File: src/rtl/softmax_pkg.sv
`default_nettype none
// ============================================================================
//  Module   : softmax_pkg
//  Purpose  : Shared types and constants for the softmax accumulator
//             sequencer: FSM state encoding and IEEE-754 single constants.
//  Revision : 1.0  initial release
// ============================================================================
package softmax_pkg;

    // Sequencer states, three bits wide
    typedef enum logic [2:0] {
        IDLE    = 3'd0,
        CLEAR   = 3'd1,
        ISSUE   = 3'd2,
        WAIT    = 3'd3,
        SETTLE  = 3'd4,
        CAPTURE = 3'd5
    } state_t;

    // +0.0 doubles as the "no data" bubble for the accumulator
    localparam logic [31:0] FP_ZERO = 32'h0000_0000;
    localparam logic [31:0] FP_ONE  = 32'h3F80_0000;

endpackage
`default_nettype wire

File: src/rtl/rd_valid_pipe.sv
`default_nettype none
// ============================================================================
//  Module   : rd_valid_pipe
//  Purpose  : RD_LAT-deep shift register that tracks buffer reads in flight.
//             valid_out marks the cycle the read data is on mem_rdata;
//             valid_next shows what valid_out will be one cycle later so the
//             sequencer can plan the cycle in which the final element lands.
//  Revision : 1.0  initial release
// ============================================================================
module rd_valid_pipe #(
    parameter int RD_LAT = 1
) (
    input  logic clk,
    input  logic rst,
    input  logic valid_in,
    output logic valid_out,
    output logic valid_next
);

    logic [RD_LAT-1:0] stage;

    generate
        if (RD_LAT == 1) begin : g_single
            // Single stage: the request itself is next cycle's valid
            always_ff @(posedge clk or posedge rst) begin
                if (rst) begin
                    stage <= '0;
                end else begin
                    stage <= valid_in;
                end
            end
            assign valid_next = valid_in;
        end else begin : g_multi
            // Shift the read request down the pipe one stage per cycle
            always_ff @(posedge clk or posedge rst) begin
                if (rst) begin
                    stage <= '0;
                end else begin
                    stage <= {stage[RD_LAT-2:0], valid_in};
                end
            end
            assign valid_next = stage[RD_LAT-2];
        end
    endgenerate

    assign valid_out = stage[RD_LAT-1];

endmodule
`default_nettype wire

File: src/rtl/softmax_accum_ctrl.sv
`default_nettype none
// ============================================================================
//  Module   : softmax_accum_ctrl
//  Purpose  : Sequencer for the softmax floating-point accumulator. On start
//             it clears the accumulator, streams len single-precision values
//             from the exponent buffer into it, hides the buffer read latency
//             and captures the final sum for the normalisation stage.
//  Revision : 1.0  initial release
// ============================================================================
module softmax_accum_ctrl
    import softmax_pkg::*;
#(
    parameter int ADDR_W = 8,
    parameter int CNT_W  = 9,
    parameter int RD_LAT = 1
) (
    input  logic              clk,
    input  logic              rst,
    input  logic              start,
    input  logic [CNT_W-1:0]  len,
    input  logic [ADDR_W-1:0] base_addr,
    output logic              busy,
    output logic              done,
    output logic [31:0]       sum_out,
    output logic              mem_ren,
    output logic [ADDR_W-1:0] mem_addr,
    input  logic [31:0]       mem_rdata,
    output logic              acc_start,
    output logic [31:0]       acc_in,
    input  logic [31:0]       acc_r
);

    state_t            state;
    logic [CNT_W-1:0]  len_q;
    logic [ADDR_W-1:0] base_q;
    logic [CNT_W-1:0]  issued;     // reads issued, including the one on mem_ren now
    logic [CNT_W-1:0]  received;   // elements already handed to the accumulator
    logic              zero_len;   // current command had len == 0

    logic              valid_out;
    logic              valid_next;
    logic [CNT_W:0]    delivered_next;
    logic              last_next;
    logic              all_issued;
    logic [ADDR_W-1:0] next_addr;

    rd_valid_pipe #(
        .RD_LAT (RD_LAT)
    ) u_rd_valid_pipe (
        .clk        (clk),
        .rst        (rst),
        .valid_in   (mem_ren),
        .valid_out  (valid_out),
        .valid_next (valid_next)
    );

    // Read data only reaches the accumulator when the pipe says it is real;
    // otherwise a +0 bubble keeps the running sum unchanged.
    assign acc_in = valid_out ? mem_rdata : FP_ZERO;

    // Elements handed over by the end of next cycle; when that reaches len
    // with an element arriving next cycle, next cycle carries the last one.
    assign delivered_next = {1'b0, received}
                          + {{CNT_W{1'b0}}, valid_out}
                          + {{CNT_W{1'b0}}, valid_next};
    assign last_next      = valid_next && (delivered_next == {1'b0, len_q});
    assign all_issued     = (issued == len_q);
    assign next_addr      = base_q + ADDR_W'(issued);

    // Sequencer: command acceptance, read issue, drain and sum capture
    always_ff @(posedge clk or posedge rst) begin
        if (rst) begin
            state     <= IDLE;
            busy      <= 1'b0;
            done      <= 1'b0;
            sum_out   <= FP_ZERO;
            mem_ren   <= 1'b0;
            mem_addr  <= '0;
            acc_start <= 1'b0;
            len_q     <= '0;
            base_q    <= '0;
            issued    <= '0;
            received  <= '0;
            zero_len  <= 1'b0;
        end else begin
            done <= 1'b0;

            if (valid_out && (state != IDLE)) begin
                received <= received + CNT_W'(1);
            end

            case (state)
                IDLE: begin
                    if (start) begin
                        busy     <= 1'b1;
                        len_q    <= len;
                        base_q   <= base_addr;
                        received <= '0;
                        if (len != '0) begin
                            // First read goes out together with the clear
                            state     <= CLEAR;
                            acc_start <= 1'b1;
                            mem_ren   <= 1'b1;
                            mem_addr  <= base_addr;
                            issued    <= CNT_W'(1);
                            zero_len  <= 1'b0;
                        end else begin
                            state    <= CAPTURE;
                            issued   <= '0;
                            zero_len <= 1'b1;
                        end
                    end
                end

                CLEAR, ISSUE: begin
                    acc_start <= 1'b0;
                    if (last_next) begin
                        // Short latency: the final element lands next cycle
                        state   <= SETTLE;
                        mem_ren <= 1'b0;
                    end else if (all_issued) begin
                        state   <= WAIT;
                        mem_ren <= 1'b0;
                    end else begin
                        state    <= ISSUE;
                        mem_ren  <= 1'b1;
                        mem_addr <= next_addr;
                        issued   <= issued + CNT_W'(1);
                    end
                end

                WAIT: begin
                    if (last_next) begin
                        state <= SETTLE;
                    end
                end

                SETTLE: begin
                    // Final element is on acc_in; the accumulator absorbs it
                    state <= CAPTURE;
                end

                CAPTURE: begin
                    sum_out <= zero_len ? FP_ZERO : acc_r;
                    done    <= 1'b1;
                    busy    <= 1'b0;
                    state   <= IDLE;
                end

                default: begin
                    state <= IDLE;
                end
            endcase
        end
    end

endmodule
`default_nettype wire

File: config.mk
export PLATFORM = sky130hd
export DESIGN_NAME = softmax_accum_ctrl
export DESIGN_NICKNAME = d
export VERILOG_FILES = /design/src/rtl/softmax_pkg.sv /design/src/rtl/rd_valid_pipe.sv /design/src/rtl/softmax_accum_ctrl.sv
export SDC_FILE = /design/constraint.sdc
export NUM_CORES = 1
export LEC_CHECK = 0
export ABC_AREA = 1
export BUFFER_PORTS_ARGS = -buffer_cell sky130_fd_sc_hd__buf_2
export CAP_MARGIN = 20
export CORE_AREA = 2 2 114 116
export CTS_CLUSTER_DIAMETER = 50
export DETAILED_ROUTE_END_ITERATION = 10
export DIE_AREA = 0 0 116 118
export PLACE_DENSITY = 0.75
export SYNTH_ARGS = -nofsm -noshare
export SYNTH_HDL_FRONTEND = slang
export SYNTH_HIERARCHICAL = 1
export SYNTH_SLANG_ARGS = --single-unit
File: constraint.sdc
create_clock -name clk -period 2.9 [get_ports clk]
set_input_delay 0.58 -clock clk [delete_from_list [all_inputs] [get_ports clk]]
set_output_delay 0.58 -clock clk [all_outputs]
set_load 0.02 [all_outputs]
==> results.md, run 1 <==
* Synth Register Bits at 84
* Routed wire length at 12400 um
* Worst Setup Start Kind: register
* Leakage at 3.51 nW
* Antenna viol nets, final at 0
* Outcome: complete, no violations
* M1 WL at 5790 um
* Compound-Gate Fraction of Synth Area at 8.63%
* Vias in the first global route at 4249
* Routed WL per cell at 12.5 um
* Clock slew at reported path FFs at 70 ps
* CP Class: reg2reg
* RSZ-0062 raised after global routing: no
* Tcrit/Tclk final at 89.9%
* Most common cell in the synthesized netlist: nand2_1
* Primary FF master, synth: dfrtp_1
* WL met3 at 641 um
* XOR/XNOR Fraction of Synth Area at 3.36%
* Final worst slack at 293 ps
* GPL Wtd Cong at 0.914
* Worst path max stage delay at 470 ps
* Worst-skew pair later-pin latency at 340 ps
* Largest net degree at the start of global routing at 36
* Residual DRC count at 0
* Adder-cell share of the synthesized area at 3.36%
* # Post-CTS Setup Buffers at 0
* Final slew viol count at 0
* Metal2 WL at 5740 um
* DR iter-0 viols at 406
* Synth area leader: dfrtp_1
* Slew HR at 32.0%
* Area fraction in and, or, nand and nor cells after synthesis at 32.2%
* Cts hold-fix bufs at 0
* Final Hold Vio Count at 0
* Initial antenna violation count at 0
* WP data arrival at 2870 ps
* Clock Tree Root: clkbuf_16
* Max IR drop VDD at 0.376 mV
* Sequential share of the synthesized area at 42.8%
* Grt total ovfl at 0
* Critical Path RT at 3160 ps
* CTS resizes at 0
* Synth-to-layout area growth at 25.2%
* Die W at 116 um
* First-pass GRT wire length at 20400 um
* Clock Skew at 7.07 ps
* Die area at 13700 sq um
* Depth of the CTS H-tree at 3
* Post-Syn Area at 4910 sq um
* Slew @ Worst Pin at 1020 ps
* Synth warn at 6
* Via/cell ratio at 4.69
* Setup WS pre-CTS at 337 ps
* Largest family of logic cells by synthesized area: simple AND/OR/NAND/NOR gates
* CTS tree: built
* Number of synthesized flops with an enable pin at 0
* Total track usage at 18.2%
* Crit path cell chain: inv_1 -> fa_1 -> inv_1 -> ha_1 -> nand2_2 -> nor2_4 -> nand3_1 -> nand2_1 -> nand2_1 -> nor2_2 -> nand4_4 -> nand2_4 -> nand2_1 -> o21ai_1
* Via count at 4646
* Final Critical Period at 2610 ps
* NumNets Final at 909
* Number of distinct library cells after synthesis at 42
* Setup TNS at 0 ps
* Ratio of cells with drive above 1 in the final layout at 27.0%
* Max_cap viols at 0
* N_diodes at 0
* I/O pin cnt at 160
* Post-Syn Nets at 761
* Synth top area share at 42.8%
* Nature of the critical path endpoint: register
* Inserted Clock Buffers at 9
* Post-synthesis mux area share at 0%
* Commonest cells in the netlist: nand2_1, dfrtp_1, inv_1
* Crit-path most repeated cell: nand2_1
* Slowest stage cell, crit path: fa_1
* Final HPWL DP at 9160 um
* Avg Synthesized Cell Area at 7.39 sq um
* Rows at 41
* Clock Sinks at 84
* Hold crit path type: in2async
* Port-buffer cells at 159
* Initial Util at 39.6%
* Max Fclk at 384 MHz
* Power Density at 1080 nW/um^2
* Final setup fails at 0
* Area contributors post-synth: dfrtp_1, nand2_1, inv_1
* Die height at 118 um
* Core ar. at 12400 sq um
* Maximum fanout along the worst path at 18
* Drt pass-1 iters at 5
* Highest metal used: met4
* Ys async rst share at 100%
* Clock tree buffer depth at 2
* Cells after Synth at 665
==> flip-flops by register name (all words and copies together), names as in the netlist <==
register                   count
state                          3
u_rd_valid_pipe/valid_out      1
base_q                         8
done                           1
busy                           1
issued                         9
mem_addr                       8
zero_len                       1
acc_start                      1
len_q                          9
received                       9
sum_out                       32
mem_ren                        1
==> area by class of cell <==
cell class | instances | area (sq um)
clock inverter | 7 | 85.1
inverter | 86 | 324
clock buffer | 9 | 225
multi-input combinational | 464 | 2340
tap | 172 | 215
timing repair buffer | 168 | 863
fill | 1232 | 6260
sequential | 84 | 2100
==> layer usage <==
metal,vias to the layer above,global-route usage [%]
met4,0,4.39
met2,124,29.1
met1,2125,24.9
met3,13,4.38
met5,-,0
li1,2384,-
==> per-stage QoR <==
stage	power, mW	std cells	util (%)	cell area, sq um	hold WS [ps]
after floorplan	4.54	665	-	4910	309
after global placement	5.40	974	47.1	5840	407
after detailed placement	5.47	974	47.1	5840	413
after CTS	6.67	990	49.6	6150	95.2
after global routing	7.21	990	49.6	6150	86.4
final	6.62	990	49.6	6150	98.9
==> final timing paths <==
check | startpoint | endpoint | slack (ps) | cells past startpoint
max in group asynchronous | rst | sum_out[30] | 1920 | 3
max reg2reg | received[0] | issued[7] | 290 | 14
max | received[0] | issued[7] | 290 | 14
min reg2reg | mem_ren | u_rd_valid_pipe/valid_out | 420 | 0
min | rst | u_rd_valid_pipe/valid_out | 100 | 2
min in group clk | mem_ren | u_rd_valid_pipe/valid_out | 420 | 0
==> placed cells by master, fill, tap and decap left out, drive strengths merged <==
cell,count
inv,87
nor3,6
a21boi,2
nand3,57
o21ai,63
xor2,10
nor4,2
a22oi,1
dfrtp,84
bufinv,1
clkinvlp,1
fa,2
xnor2,8
ha,10
a21o,1
a31oi,1
and2,1
nand2,225
nand4,16
nor2,38
a21oi,12
clkbuf,9
or2,7
a311oi,1
and3,1
buf,168
clkinv,4
==> kinds of logic (layout without fill, tap and decap cells) <==
family / count (synthesis) / after routing
compound gates: 81 / 81
fa+ha+maj: 12 / 12
simple gates: 353 / 353
buf+inv: 117 / 270
flops: 84 / 84
xor+xnor: 18 / 18
==> worst max-delay path, delay by kind of cell (launching register included) <==
family	cells	cell delay, ps
AO/OA/AOI/OAI	1	90
AND/OR/NAND/NOR	9	1170
adder cells (fa/ha/maj)	2	690
flip-flops	1	400
buffers and inverters	2	180
==> report_power, final <==
group | switching, mW | internal (mW)
clock network | 0.505 | 0.681
logic | 2.26 | 1.15
registers | 0.358 | 1.67
total | 3.12 | 3.50
No activity file was read; power rests on OpenSTA's default activity.
==> run 2, diff against run 1 <==
- SETUP_SLACK_MARGIN: not set -> 0.4
==> results.md, run 2 (same netlist as run 1, synthesis figures left out) <==
* Outcome: complete, no violations
* Most common cell after layout, fill and taps aside: nand2_1
* Vias in the first global route at 4468
* Worst Setup Start Kind: register
* Leakage at 3.54 nW
* Port-buffer cells at 159
* Core ar. at 12400 sq um
* Nature of the critical path endpoint: register
* Largest Register: sum_out
* Final HPWL DP at 8910 um
* First-pass GRT wire length at 20800 um
* Drt pass-1 iters at 4
* Met3 usage at 3.86%
* Clock tree buffer depth at 2
* Hold crit path type: in2async
* Final hold slack at 94.5 ps
* Largest net degree at the start of global routing at 84
* Clock slew at reported path FFs at 70 ps
* Clock Skew at 5.79 ps
* I/O pin cnt at 160
* Power Density at 1090 nW/um^2
* N_diodes at 0
* Residual DRC count at 0
* WP data arrival at 2550 ps
* Met1 Usage GRT at 24.8%
* Worst-skew pair later-pin latency at 340 ps
* Ratio of cells with drive above 1 in the final layout at 27.6%
* Most frequent cells in the layout: nand2_1, buf_2, dfrtp_1
* Depth of the CTS H-tree at 3
* Die W at 116 um
* Maximum fanout along the worst path at 12
* Top Usage Layer GRT: met2
* Setup WS pre-CTS at 315 ps
* Via/cell ratio at 4.71
* Slew HR at 34.0%
* Finished Cell Area at 6250 sq um
* RSZ-0062 raised after global routing: no
* CTS tree: built
* Clock Sinks at 84
* Die height at 118 um
* Grt total ovfl at 0
* Tcrit/Tclk final at 80.3%
* Slew @ Worst Pin at 989 ps
* Antenna viol nets, final at 0
* Final worst slack at 572 ps
* Final Hold Vio Count at 0
* Cts hold-fix bufs at 0
* NumNets Final at 911
* DR iter-0 viols at 433
* Initial Util at 39.6%
* Max_cap viols at 0
* Routed wire length at 12500 um
* Synth-to-layout area growth at 27.1%
* Clock Tree Root: clkbuf_16
* Initial antenna violation count at 0
* Max reg flops at 32
* Rows at 41
* GPL Wtd Cong at 0.879
* Final slew viol count at 0
* Critical Path RT at 3120 ps
* Die area at 13700 sq um
* Routed WL per cell at 12.6 um
* Final Critical Period at 2330 ps
* Via count at 4672
* Max IR drop VDD at 0.417 mV
* Setup TNS at 0 ps
* Max Fclk at 429 MHz
* GR Layer Usage met2 at 30.1%
* Inserted Clock Buffers at 9
* DP Area at 5850 sq um
* CP Class: reg2reg
* Final setup fails at 0
* Total track usage at 18.5%
[run 2: stage by stage]
| stage | total power, mW | cells | utilization [%] |
|---|---|---|---|
| 2_1_floorplan | 4.54 | 665 | - |
| 3_3_place_gp | 5.39 | 973 | 47.1 |
| 3_5_place_dp | 5.47 | 973 | 47.1 |
| 4_1_cts | 6.83 | 992 | 50.2 |
| 5_1_grt | 7.42 | 992 | 50.3 |
| 6_report | 6.82 | 992 | 50.3 |
[run 2: layout make-up]
class                           count  area, sq um
Tap cell                          172          215
Timing Repair Buffer              169          896
Clock inverter                      7          103
Fill cell                        1195         6170
Multi-Input combinational cell    465         2380
Sequential cell                    84         2100
Inverter                           86          327
Clock buffer                        9          225
[run 2: power by group]
group	internal, mW	switching [mW]	total [mW]
logic	1.20	2.31	3.51
registers	1.67	0.356	2.03
clock network	0.769	0.511	1.28
total	3.64	3.18	6.82
[run 2: what timing repair did]
action                                  CTS  global route
gates resized for setup                   2             4
cloned                                    1             0
endpoints found under the setup margin   18            21
pin swaps                                 1             0
setup buffers                             2             0
[run 2: final timing paths]
kind	cells after the start	from	end	slack [ps]
min reg2reg	2	mem_addr[3]	mem_addr[3]	470
min	2	rst	u_rd_valid_pipe/valid_out	90
max reg2reg	16	received[0]	issued[3]	570
max	16	received[0]	issued[3]	570
max in group asynchronous	3	rst	sum_out[22]	2170
min in group clk	3	len[6]	len_q[6]	460
[run 2: worst max-delay path, stage by stage (launching register included)]
cell,delay (ps)
dfrtp_1,360
inv_1,70
fa_2,430
inv_2,90
ha_4,150
nand2_2,70
nor2_4,120
nand2_1,80
nand2_1,70
nand2_1,50
inv_2,40
nand2_1,70
nor2_4,120
nand4_4,90
buf_12,190
nand2_4,130
o21ai_1,80
[run 2: per-layer routing]
layer / routed length [um] / up-vias / share of wire, %
li1: - / 2401 / -
met1: 5610 / 2132 / 45
met2: 5990 / 125 / 48
met3: 781 / 14 / 6.2
met4: 161 / 0 / 1.3
met5: 0 / - / 0
